## src/rtl/load_store_unit.sv

```systemverilog
// load_store_unit: decodes, aligns and sequences one memory load or store at a time
module load_store_unit #(
  parameter int MAX_WAIT = 16
) (
  input  logic        clk,
  input  logic        rst,
  input  logic [4:0]  Load,
  input  logic [2:0]  Store,
  input  logic [31:0] ALUResult,
  input  logic [31:0] WriteData,
  input  logic [31:0] mem_rdata,
  input  logic        mem_ready,
  output logic        mem_req,
  output logic        mem_we,
  output logic [31:0] mem_addr,
  output logic [31:0] mem_wdata,
  output logic [3:0]  mem_wstrb,
  output logic [31:0] ReadData,
  output logic        Stall,
  output logic        misaligned_err,
  output logic        timeout_err
);
  localparam int CW = $clog2(MAX_WAIT + 1);
  typedef enum logic [1:0] {IDLE, REQ, DONE} state_t;
  state_t r_state, w_next;
  logic [CW-1:0] r_cnt;
  logic [31:0] r_addr, r_wdata, r_rdata;
  logic [3:0]  r_wstrb;
  logic [4:0]  r_ltype;
  logic [1:0]  r_lane;
  logic        r_we, r_mis, r_to;
  logic [7:0]  w_sel;
  logic        w_valid, w_mis, w_go, w_timeout;
  logic [3:0]  w_wstrb;
  logic [31:0] w_wdata, w_shift, w_load;
  logic [15:0] w_half;
  assign w_sel     = {Store, Load};
  assign w_valid   = (w_sel != 8'd0) && ((w_sel & (w_sel - 8'd1)) == 8'd0);
  assign w_mis     = ((Load[1] | Load[4] | Store[1]) & ALUResult[0]) |
                     ((Load[2] | Store[2]) & (ALUResult[1:0] != 2'b00));
  assign w_go      = (r_state == IDLE) && w_valid && !w_mis;
  assign w_timeout = (r_state == REQ) && !mem_ready && (r_cnt == CW'(MAX_WAIT - 1));
  assign w_wstrb   = Store[0] ? (4'b0001 << ALUResult[1:0]) :
                     Store[1] ? (ALUResult[1] ? 4'b1100 : 4'b0011) :
                     Store[2] ? 4'b1111 : 4'b0000;
  assign w_wdata   = Store[0] ? {4{WriteData[7:0]}} :
                     Store[1] ? {2{WriteData[15:0]}} :
                     Store[2] ? WriteData : 32'd0;
  assign w_shift   = mem_rdata >> {r_lane, 3'b000};
  assign w_half    = r_lane[1] ? mem_rdata[31:16] : mem_rdata[15:0];
  assign w_load    = r_ltype[0] ? {{24{w_shift[7]}}, w_shift[7:0]} :
                     r_ltype[1] ? {{16{w_half[15]}}, w_half} :
                     r_ltype[3] ? {24'd0, w_shift[7:0]} :
                     r_ltype[4] ? {16'd0, w_half} : mem_rdata;
  assign mem_we         = r_we;
  assign mem_addr       = r_addr;
  assign mem_wdata      = r_wdata;
  assign mem_wstrb      = r_wstrb;
  assign ReadData       = r_rdata;
  assign misaligned_err = r_mis;
  assign timeout_err    = r_to;
  // next state plus request/stall: stall starts combinationally on the accepting IDLE cycle
  always_comb begin
    w_next  = r_state;
    mem_req = 1'b0;
    Stall   = 1'b0;
    if (r_state == IDLE) begin
      w_next = w_go ? REQ : IDLE;
      Stall  = w_go;
    end else if (r_state == REQ) begin
      w_next  = (mem_ready || w_timeout) ? DONE : REQ;
      mem_req = 1'b1;
      Stall   = 1'b1;
    end else begin
      w_next = IDLE;
    end
  end
  // state, captured access, wait counter, load result and sticky errors
  always_ff @(posedge clk) begin
    if (rst) begin
      r_state <= IDLE;
      r_cnt   <= '0;
      r_addr  <= '0;
      r_wdata <= '0;
      r_wstrb <= '0;
      r_we    <= 1'b0;
      r_ltype <= '0;
      r_lane  <= '0;
      r_rdata <= '0;
      r_mis   <= 1'b0;
      r_to    <= 1'b0;
    end else begin
      r_state <= w_next;
      if (w_go) begin
        r_addr  <= {ALUResult[31:2], 2'b00};
        r_we    <= |Store;
        r_wdata <= w_wdata;
        r_wstrb <= w_wstrb;
        r_ltype <= Load;
        r_lane  <= ALUResult[1:0];
        r_cnt   <= '0;
      end
      if (r_state == REQ && !mem_ready) r_cnt <= r_cnt + CW'(1);
      if (r_state == REQ && mem_ready && r_ltype != 5'd0) r_rdata <= w_load;
      if (w_timeout) begin
        r_rdata <= '0;
        r_to    <= 1'b1;
      end
      if (r_state == IDLE && w_valid && w_mis) r_mis <= 1'b1;
    end
  end
endmodule

```

## config.mk

```make
export PLATFORM = sky130hd
export DESIGN_NAME = load_store_unit
export DESIGN_NICKNAME = d
export VERILOG_FILES = /design/src/rtl/load_store_unit.sv
export SDC_FILE = /design/constraint.sdc
export NUM_CORES = 1
export LEC_CHECK = 0
export CAP_MARGIN = 20
export CORE_UTILIZATION = 41
export CTS_CLUSTER_DIAMETER = 80
export DETAILED_ROUTE_END_ITERATION = 8
export GPL_ROUTABILITY_DRIVEN = 0
export PLACE_DENSITY = 0.74
export SYNTH_ARGS = -nofsm -noshare
export SYNTH_HDL_FRONTEND = slang
export SYNTH_SLANG_ARGS = --single-unit
```

## constraint.sdc

```tcl
create_clock -name clk -period 1.8 [get_ports clk]
set_clock_uncertainty 0.1 [all_clocks]
set_input_delay 0.18 -clock clk [delete_from_list [all_inputs] [get_ports clk]]
set_output_delay 0.18 -clock clk [all_outputs]
set_load 0.05 [all_outputs]
```

# Word-level counts from Yosys, hierarchy flattened

Index checks and enable logic that the tools add are counted.

Add/sub/neg operators: 2
Eq/ne operators: 2
Shift-type cells: 2
Mux-type cells: 21
Bitwise operators: 7
Reduce and logical (&&, ||, !) cells: 19

Operator list:

| operator            | number |
|---|---|
| $mux 32             | 7 |
| $shr 32x5->8        | 1 |
| $mux 16             | 1 |
| $mux 4              | 4 |
| $mux 5              | 2 |
| $and 8x8->8         | 1 |
| $logic_and 1x1->1   | 8 |
| $logic_not 8->1     | 1 |
| $reduce_bool 8->1   | 1 |
| $sub 8x1->8 const B | 1 |
| $mux 2              | 3 |
| $add 5x1->5 const B | 1 |
| $eq 5x4->1 const B  | 1 |
| $reduce_bool 5->1   | 1 |
| $mux 1              | 4 |
| $or 1x1->1          | 4 |
| $reduce_bool 2->1   | 2 |
| $shl 1x2->4 const A | 1 |
| $reduce_or 3->1     | 1 |
| $and 1x1->1         | 2 |
| $eq 2x1->1 const B  | 1 |
| $logic_not 1->1     | 2 |
| $logic_not 2->1     | 1 |
| $reduce_or 2->1     | 1 |
| $logic_or 1x1->1    | 1 |

Register bits after elaboration: 115
Input bits: 107
Output and inout bits: 105
Logic and storage cells: 64

# Longest topological paths before layout

Gate-level depths: netlist (run 1).

Word-level depth: 8
Depth in mapped cells: 7
Depth with buffers taken out: 6

# Worst setup path before layout (run 1)

Ideal clock, no wire load.

Path type: register to register
From: register r_state[1]
To: register r_rdata[21], in the netlist ReadData[21]
Library setup time: 0.120 ns
Data arrival time: 1.877 ns
Data required time: 1.580 ns
Setup slack: -0.297 ns
Stages on the path, launching flop included: 8
Path buffers: 1
Clock period less this slack: 2.097 ns
Path through: dfxtp_1 > nand2b_1 > inv_1 > o211ai_2 > a21oi_2 > o31a_2 > buf_6 > a21oi_1

Cells in the longest elaborated chain, start to end: 4
Elaborated cells between the ends (all ways): 6
Those cells by class: eq/ne (1); reduce/logical (5)

Ends and longest elaborated chain:

| item                           | line    | text |
|---|---|---|
| start, declared                | 25      | `state_t r_state, w_next;` |
| start signal, assigned         | 93      | `r_state <= w_next;` |
| $eq 2x1->1 *                   | 42, 104 |  |
| $logic_and 1x1->1 (2 in a row) | 42      | `assign w_timeout = (r_state == REQ) && !mem_ready && (r_cnt == CW'(MAX_WAIT - 1));` |
| $reduce_or 2->1 (no line)      | n/a     |  |
| end signal, assigned           | 104     | `if (r_state == REQ && mem_ready && r_ltype != 5'd0) r_rdata <= w_load;` |
| end, declared                  | 27      | `logic [31:0] r_addr, r_wdata, r_rdata;` |

Mark *: on every way between the ends. The rest lies on a longest branch, timed or not.
A chain may end at the register's enable or synchronous reset.

# Worst setup path after layout (run 1)

From: input port Load[2]
To: output port Stall

Cells in the longest elaborated chain, start to end: 7
Elaborated cells between the ends (all ways): 12
Those cells by class: add/sub (1); mux (1); bitwise (4); reduce/logical (6)

Ends and longest elaborated chain:

| item                | line | text |
|---|---|---|
| start, declared     | 7    | `input logic [4:0] Load,` |
| $sub 8x1->8         | 38   | `assign w_valid = (w_sel != 8'd0) && ((w_sel & (w_sel - 8'd1)) == 8'd0);` |
| $and 8x8->8         | 38   |  |
| $logic_not 8->1     | 38   |  |
| $logic_and 1x1->1   | 38   |  |
| $logic_and 1x1->1   | 41   | `assign w_go = (r_state == IDLE) && w_valid && !w_mis;` |
| $logic_and 1x1->1 * | 41   |  |
| $mux 1 *            | 67   | `if (r_state == IDLE) begin` |
| end, declared       | 19   | `output logic Stall,` |

Marks and branches as above.

==> run metrics, run 1 <==
status=finished, violations left; failing checks=negative setup slack; R2R Path Start=r_state[1]; RSZ-0062 raised after global routing=true; H-tree lvl count=4; fin crit share=1.13; critical path's slowest cell=a211o_4; crit path max fanout=5; layout net count=998; dpl ws=-736 ps; slowest stage delay, CP=350 ps; R2R Path End=mem_addr[27]; total negative slack=-5450 ps; CTS sink cnt=115; detailed placement HPWL=12.8 mm; critical path data required time=1520 ps; simple-gate area share of the yosys netlist=0.209; Synth Area per Inst=9.15 µm²; compound-gate portion of the synthesized area=0.149; core area=13,800 µm²; R2R setup slack=-130 ps; DR top layer=met4; post-synthesis adder-cell area fraction=0.00432; IO Pins=212; multi-input logic area=3480 µm²; Die Width=121 µm; Pwr Density=703 nW/µm²; Fillers=1,066; vias per cell=5.34; Crit Path Class=input port to output pin; Seq. cell area=2310 µm²; Finished Layout Cells=1,083; Synth area leader=dfxtp_1; first-pass GRT wire length=27.0 mm; drc violations=0; setup violators final=70; Most Frequent Cell on Critical Path=buf_12; Die Ht=121 µm; Hold Vio Cnt, Final=0; layout cell share with drive strength beyond 1=0.215; maximum capacitance violations=0; Mapped Cells=633; crit-path cells=dlygate4sd2_1 > buf_4 > o21ai_0 > nand2_2 > a211o_4 > buf_12 > nand2_8 > buf_12; DR WL/cell=17.3 µm; starting density of the core=0.419; Cells after DPL=1,033; clk slew on worst S/H paths=50 ps; Async SR Flop Fraction=0; DRT Wirelength=18.8 mm; largest family of logic cells by synthesized area=simple AND/OR/NAND/NOR gates; crit start category=input port; worst IR drop on VDD=0.000574 V; drt initial violations=437; Routed Antenna Nets=0; Leak=4.22 nW; dominant synthesized flop cell=dfxtp_1; GRT Residual Overflow=0; Yosys top cell area share=0.397; Final Max Slew Viols=0; R2R cell count=8; Hold Startpoint=rst; vias=5,784; Crit. End Element=output pin; top cells by count, synth=115 x dfxtp_1, 93 x nand2b_1, 61 x mux2i_1; Hold Path Sink=r_state[0]; number of synthesized flops with an enable pin=0; Syn. warnings=0; setup slack after layout=-241 ps; Synth cell types=50; Layout area overhead=62.2%; CTS tree=built; metal2 WL=9.10 mm; Worst Tran Pin Value=572 ps; XOR/XNOR Fraction of Synth Area=0.00302; IO Port Bufs=209; mux cell area share after synthesis=0.189; gr usage total=0.238; # rows=43; Bufs on Longest Clock Path=2; Largest delay share family, worst path=buffers and inverters; root buffer cell=clkbuf_16; initial antenna violation count=1; crit path DAT=1760 ps; top-count cell post-synth=dfxtp_1; Seq/Total Area, Yosys=0.397; pin count of the biggest net entering global routing=49; Seq cells post-synth=115; Clock Latency Late Sink=420 ps; Max Freq=490 MHz; buffers and inverters on the worst path=4; Hold WC Path Type=input port to flip-flop; crit path time final=2040 ps; worst hold stages=2; vias in the first global route=5,503; Slew HR=0.617; drt pass-1 iters=8; die area=14,600 µm²; CTS Buf Count=17; metal3 WL=1.32 mm; ranking of synthesized cells by area=dfxtp_1 40%, mux2i_1 11%, nand2b_1 10%, a21oi_1 4.1%, mux2_1 3.7%; Routed met1 length=7.93 mm; Netlist Area Pre-Place=5790 µm²
[power breakdown]
| part | switching [mW] | internal [mW] | total (mW) |
|---|---|---|---|
| registers | 0.00463 | 2.55 | 2.56 |
| clock network | 1.17 | 2.09 | 3.26 |
| logic | 0.356 | 0.430 | 0.786 |
[layout make-up]
| class | count | share of cell area |
|---|---|---|
| Antenna cell | 1 | 0.000266 |
| Sequential cell | 115 | 0.246 |
| Multi-Input combinational cell | 459 | 0.371 |
| Tap cell | 180 | 0.0240 |
| Clock buffer | 21 | 0.0490 |
| Clock inverter | 11 | 0.0116 |
| Timing Repair Buffer | 281 | 0.292 |
| Inverter | 15 | 0.00639 |
[placed cells by master, fill, tap and decap left out, types with 11 or more instances in the layout]
cell / synthesis / routed
dfxtp_1: 115 / 111
clkdlybuf4s50_1: 0 / 97
nand2b_1: 93 / 92
dlygate4sd2_1: 0 / 87
buf_4: 6 / 70
mux2i_1: 61 / 59
nand2_1: 56 / 55
a21oi_1: 48 / 38
o21ai_0: 31 / 23
nor2b_1: 23 / 23
clkbuf_16: 0 / 23
nor2_1: 18 / 16
inv_1: 15 / 14
mux2_1: 19 / 12
buf_12: 0 / 11
[through the flow]
step / hold WS (ps) / utilization / power, mW / cell area (µm²)
after floorplan: 219 / - / 2.92 / 5940
after global placement: 337 / 0.616 / 3.32 / 8510
after detailed placement: 350 / 0.616 / 3.34 / 8510
after CTS: 106 / 0.654 / 6.60 / 9040
after global routing: 116 / 0.679 / 6.82 / 9400
final: 110 / 0.679 / 6.61 / 9400
[state kept, by name, summed over array words and instances, names as in the netlist, 2 cells and up]
name and count:
mem_wstrb 4, mem_addr 30, r_ltype 5, ReadData 32, r_lane 2, r_cnt 5, mem_wdata 32, r_state 2
[how the worst max path moves through the flow]
stage	start	end	slack (ps)	cells past startpoint
CTS	r_state[1]	Stall	-200	6
floorplan	Store[1]	Stall	-40	7
global route	Load[3]	Stall	-270	8
global placement	Store[1]	mem_wdata[12]	-610	7
finish	Load[2]	Stall	-240	8
detailed placement	Store[1]	mem_wdata[11]	-740	7
[logic make-up after synthesis]
kind of cell / Yosys count
adder cells (fa/ha/maj): 2
multiplexers: 96
AND/OR/NAND/NOR: 222
XOR/XNOR: 2
flip-flops: 115
other: 1
buffers and inverters: 61
AO/OA/AOI/OAI: 134
[metal layers]
layer | up-vias | GRT usage
li1 | 2741 | -
met1 | 2757 | 0.283
met2 | 250 | 0.395
met3 | 36 | 0.0672
met4 | 0 | 0.108
met5 | - | 0
[repair_timing]
item | CTS | global route
gates cloned | 0 | 11
hold buffers | 0 | 0
pin swaps | 6 | 5
endpoints found under the setup margin | 164 | 94
setup buffers | 4 | 4
resized for setup | 107 | 34
endpoints found under the hold margin | 0 | 0
(Power assumes the default switching activity.)
==> run 2: changes to the inputs <==
--- a/config.mk
+++ b/config.mk
@@ -5,12 +5,13 @@
 export SDC_FILE = /design/constraint.sdc
 export NUM_CORES = 1
 export LEC_CHECK = 0
+export ABC_AREA = 1
 export CAP_MARGIN = 20
-export CORE_UTILIZATION = 41
+export CORE_UTILIZATION = 40
 export CTS_CLUSTER_DIAMETER = 80
 export DETAILED_ROUTE_END_ITERATION = 8
 export GPL_ROUTABILITY_DRIVEN = 0
-export PLACE_DENSITY = 0.74
+export PLACE_DENSITY = 0.73
 export SYNTH_ARGS = -nofsm -noshare
 export SYNTH_HDL_FRONTEND = slang
 export SYNTH_SLANG_ARGS = --single-unit
==> run 2 against run 1 <==
  * The flow now finishes without violations
  * Worst setup slack better by 240 ps
  * Global-route usage is 2.0 points higher
  * Cell area down 4.7%
  * Synthesized cell count up 32%
  * Clock-buffer cell count increased by 1
  * Cell count up 17%
  * Worst hold slack better by 34 ps
  * Sequential power barely moved
  * Total power is 1.6% higher
  * Register-to-register slack improved by 190 ps
  * Non-clock buffer count is the same
  * Largest cell class unchanged
  * Largest power group unchanged
  * Highest routed layer unchanged
==> run metrics, run 2 <==
RSZ-0062 raised after global routing=true; Die Width=120 µm; setup violators final=0; Layout area overhead=60.9%; layout net count=1,191; DR WL/cell=14.9 µm; Clock Latency Late Sink=410 ps; top-count cell post-synth=nand2_1; crit path DAT=1520 ps; critical path data required time=1520 ps; Synth cell types=31; Synth Area per Inst=6.68 µm²; root buffer cell=clkbuf_16; Post-CTS Hold Buffers=0; top cells by count, synth=219 x nand2_1, 115 x dfxtp_1, 102 x a21oi_1; Yosys top cell area share=0.414; drt initial violations=496; layout cell share with drive strength beyond 1=0.172; crit path max fanout=2; H-tree lvl count=4; fin crit share=0.999; number of synthesized flops with an enable pin=0; ant diodes=0; Routed Antenna Nets=0; status=complete, no violations; CTS tree=built; most common cell after layout, fill and taps aside=nand2_1; clk slew on worst S/H paths=50 ps; ranking of synthesized cells by area=dfxtp_1 41%, nand2_1 15%, a21oi_1 9.2%, o21ai_0 6.4%, inv_1 5.9%; crit path time final=1800 ps; # rows=42; commonest non-fill, non-tap cells in the layout=213 x nand2_1, 110 x dfxtp_1, 102 x clkdlybuf4s50_1, 101 x a21oi_1, 95 x buf_4; Leak=4.20 nW; Netlist Area Pre-Place=5560 µm²; Hold WC Path Type=input port to flip-flop; Slew HR=0.656; Crit. End Element=output pin; CTS sink cnt=115; Final Max Slew Viols=0; maximum capacitance violations=0; GRT Residual Overflow=0; crit start category=flip-flop; Seq. cell area=2310 µm²; Pwr Density=750 nW/µm²; Cells after DPL=1,229; core area=13,400 µm²; CTS Buf Count=17; drc violations=0; Seq/Total Area, Yosys=0.414; first-pass GRT wire length=29.3 mm; Finished Layout Cells=1,270; pin count of the biggest net entering global routing=52; final hold slack=144 ps; gr usage total=0.257; Max Freq=556 MHz; Bufs on Longest Clock Path=2; Synth area leader=dfxtp_1; starting density of the core=0.415; DRT Wirelength=18.9 mm; vias in the first global route=5,998; Crit Path Class=flip-flop to output pin; dominant synthesized flop cell=dfxtp_1; Syn. warnings=0; Die Ht=120 µm; IO Pins=212; Worst Tran Pin Value=519 ps; Mapped Cells=833; Hold Vio Cnt, Final=0; initial antenna violation count=0; detailed placement HPWL=13.1 mm; drt pass-1 iters=6; Fillers=1,222; Seq cells post-synth=115; vias per cell=5.04; vias=6,406; multi-input logic area=2790 µm²; IO Port Bufs=209; worst IR drop on VDD=0.000633 V; Async SR Flop Fraction=0; die area=14,400 µm²
run 2: power breakdown:
group | switching, mW | internal [mW] | leakage, nW | total [mW]
clock | 1.18 | 2.27 | 0.292 | 3.46
sequential | 0.00415 | 2.55 | 0.929 | 2.56
combinational | 0.334 | 0.366 | 2.98 | 0.700
total | 1.52 | 5.19 | 4.20 | 6.72
run 2: cells by family (layout without fill, tap and decap cells):
kind of cell / after synthesis / count (layout) / synth area share
AO/OA/AOI/OAI: 224 / 224 / 0.221
adder cells (fa/ha/maj): 2 / 2 / 0.00450
buffers and inverters: 143 / 403 / 0.110
flip-flops: 115 / 115 / 0.414
other: 1 / 2 / 0.000674
AND/OR/NAND/NOR: 348 / 348 / 0.250
run 2: per-stage QoR:
step / utilization / worst slack [ps] / total power [mW] / setup TNS (ps) / cell area, µm²
3_3_place_gp: 0.603 / -344 / 3.27 / -23820 / 8080
4_1_cts: 0.646 / -72.9 / 6.72 / -75.2 / 8650
3_5_place_dp: 0.603 / -323 / 3.27 / -22080 / 8080
5_1_grt: 0.668 / -84.1 / 6.93 / -1250 / 8950
6_report: 0.668 / 1.76 / 6.72 / 0 / 8950
2_1_floorplan: - / 36.8 / 2.87 / 0 / 5580
run 2: layout make-up:
class                           count  area share
Multi-Input combinational cell    576       0.312
Inverter                           91      0.0396
Tap cell                          176      0.0246
Sequential cell                   115       0.258
Timing Repair Buffer              281       0.299
Clock buffer                       22      0.0530
Clock inverter                      9      0.0144
run 2: timing repair:
action	in CTS	in global routing
endpoints found under the setup margin	87	112
resized for setup	74	58
setup buffers	1	3
pin swaps	3	7
endpoints found under the hold margin	0	0
cloned	0	6
run 2: final timing paths:
| check | endpoint | slack [ps] | from | cells past startpoint |
|---|---|---|---|---|
| hold / removal | r_ltype[1] | 140 | Load[1] | 4 |
| setup reg to reg | mem_wdata[12] | 60 | r_state[0] | 11 |
| setup / recovery | Stall | 2 | r_state[0] | 8 |
| hold reg to reg | mem_addr[19] | 360 | mem_addr[19] | 2 |
run 2: layer usage:
metal  up-vias  track usage  share of wire
li1       3207            -              -
met1      2859        0.306           0.42
met2       294        0.425           0.47
met3        46       0.0817          0.087
met4         0        0.105          0.025
met5         -            0              0
run 2: critical path, stage by stage (launching register included):
cell	delay [ps]
dfxtp_2	330
nor2_4	120
nand3_2	60
nor2_1	90
nand2_1	90
nor2_4	120
nand3_4	90
nand2_4	90
buf_12	140
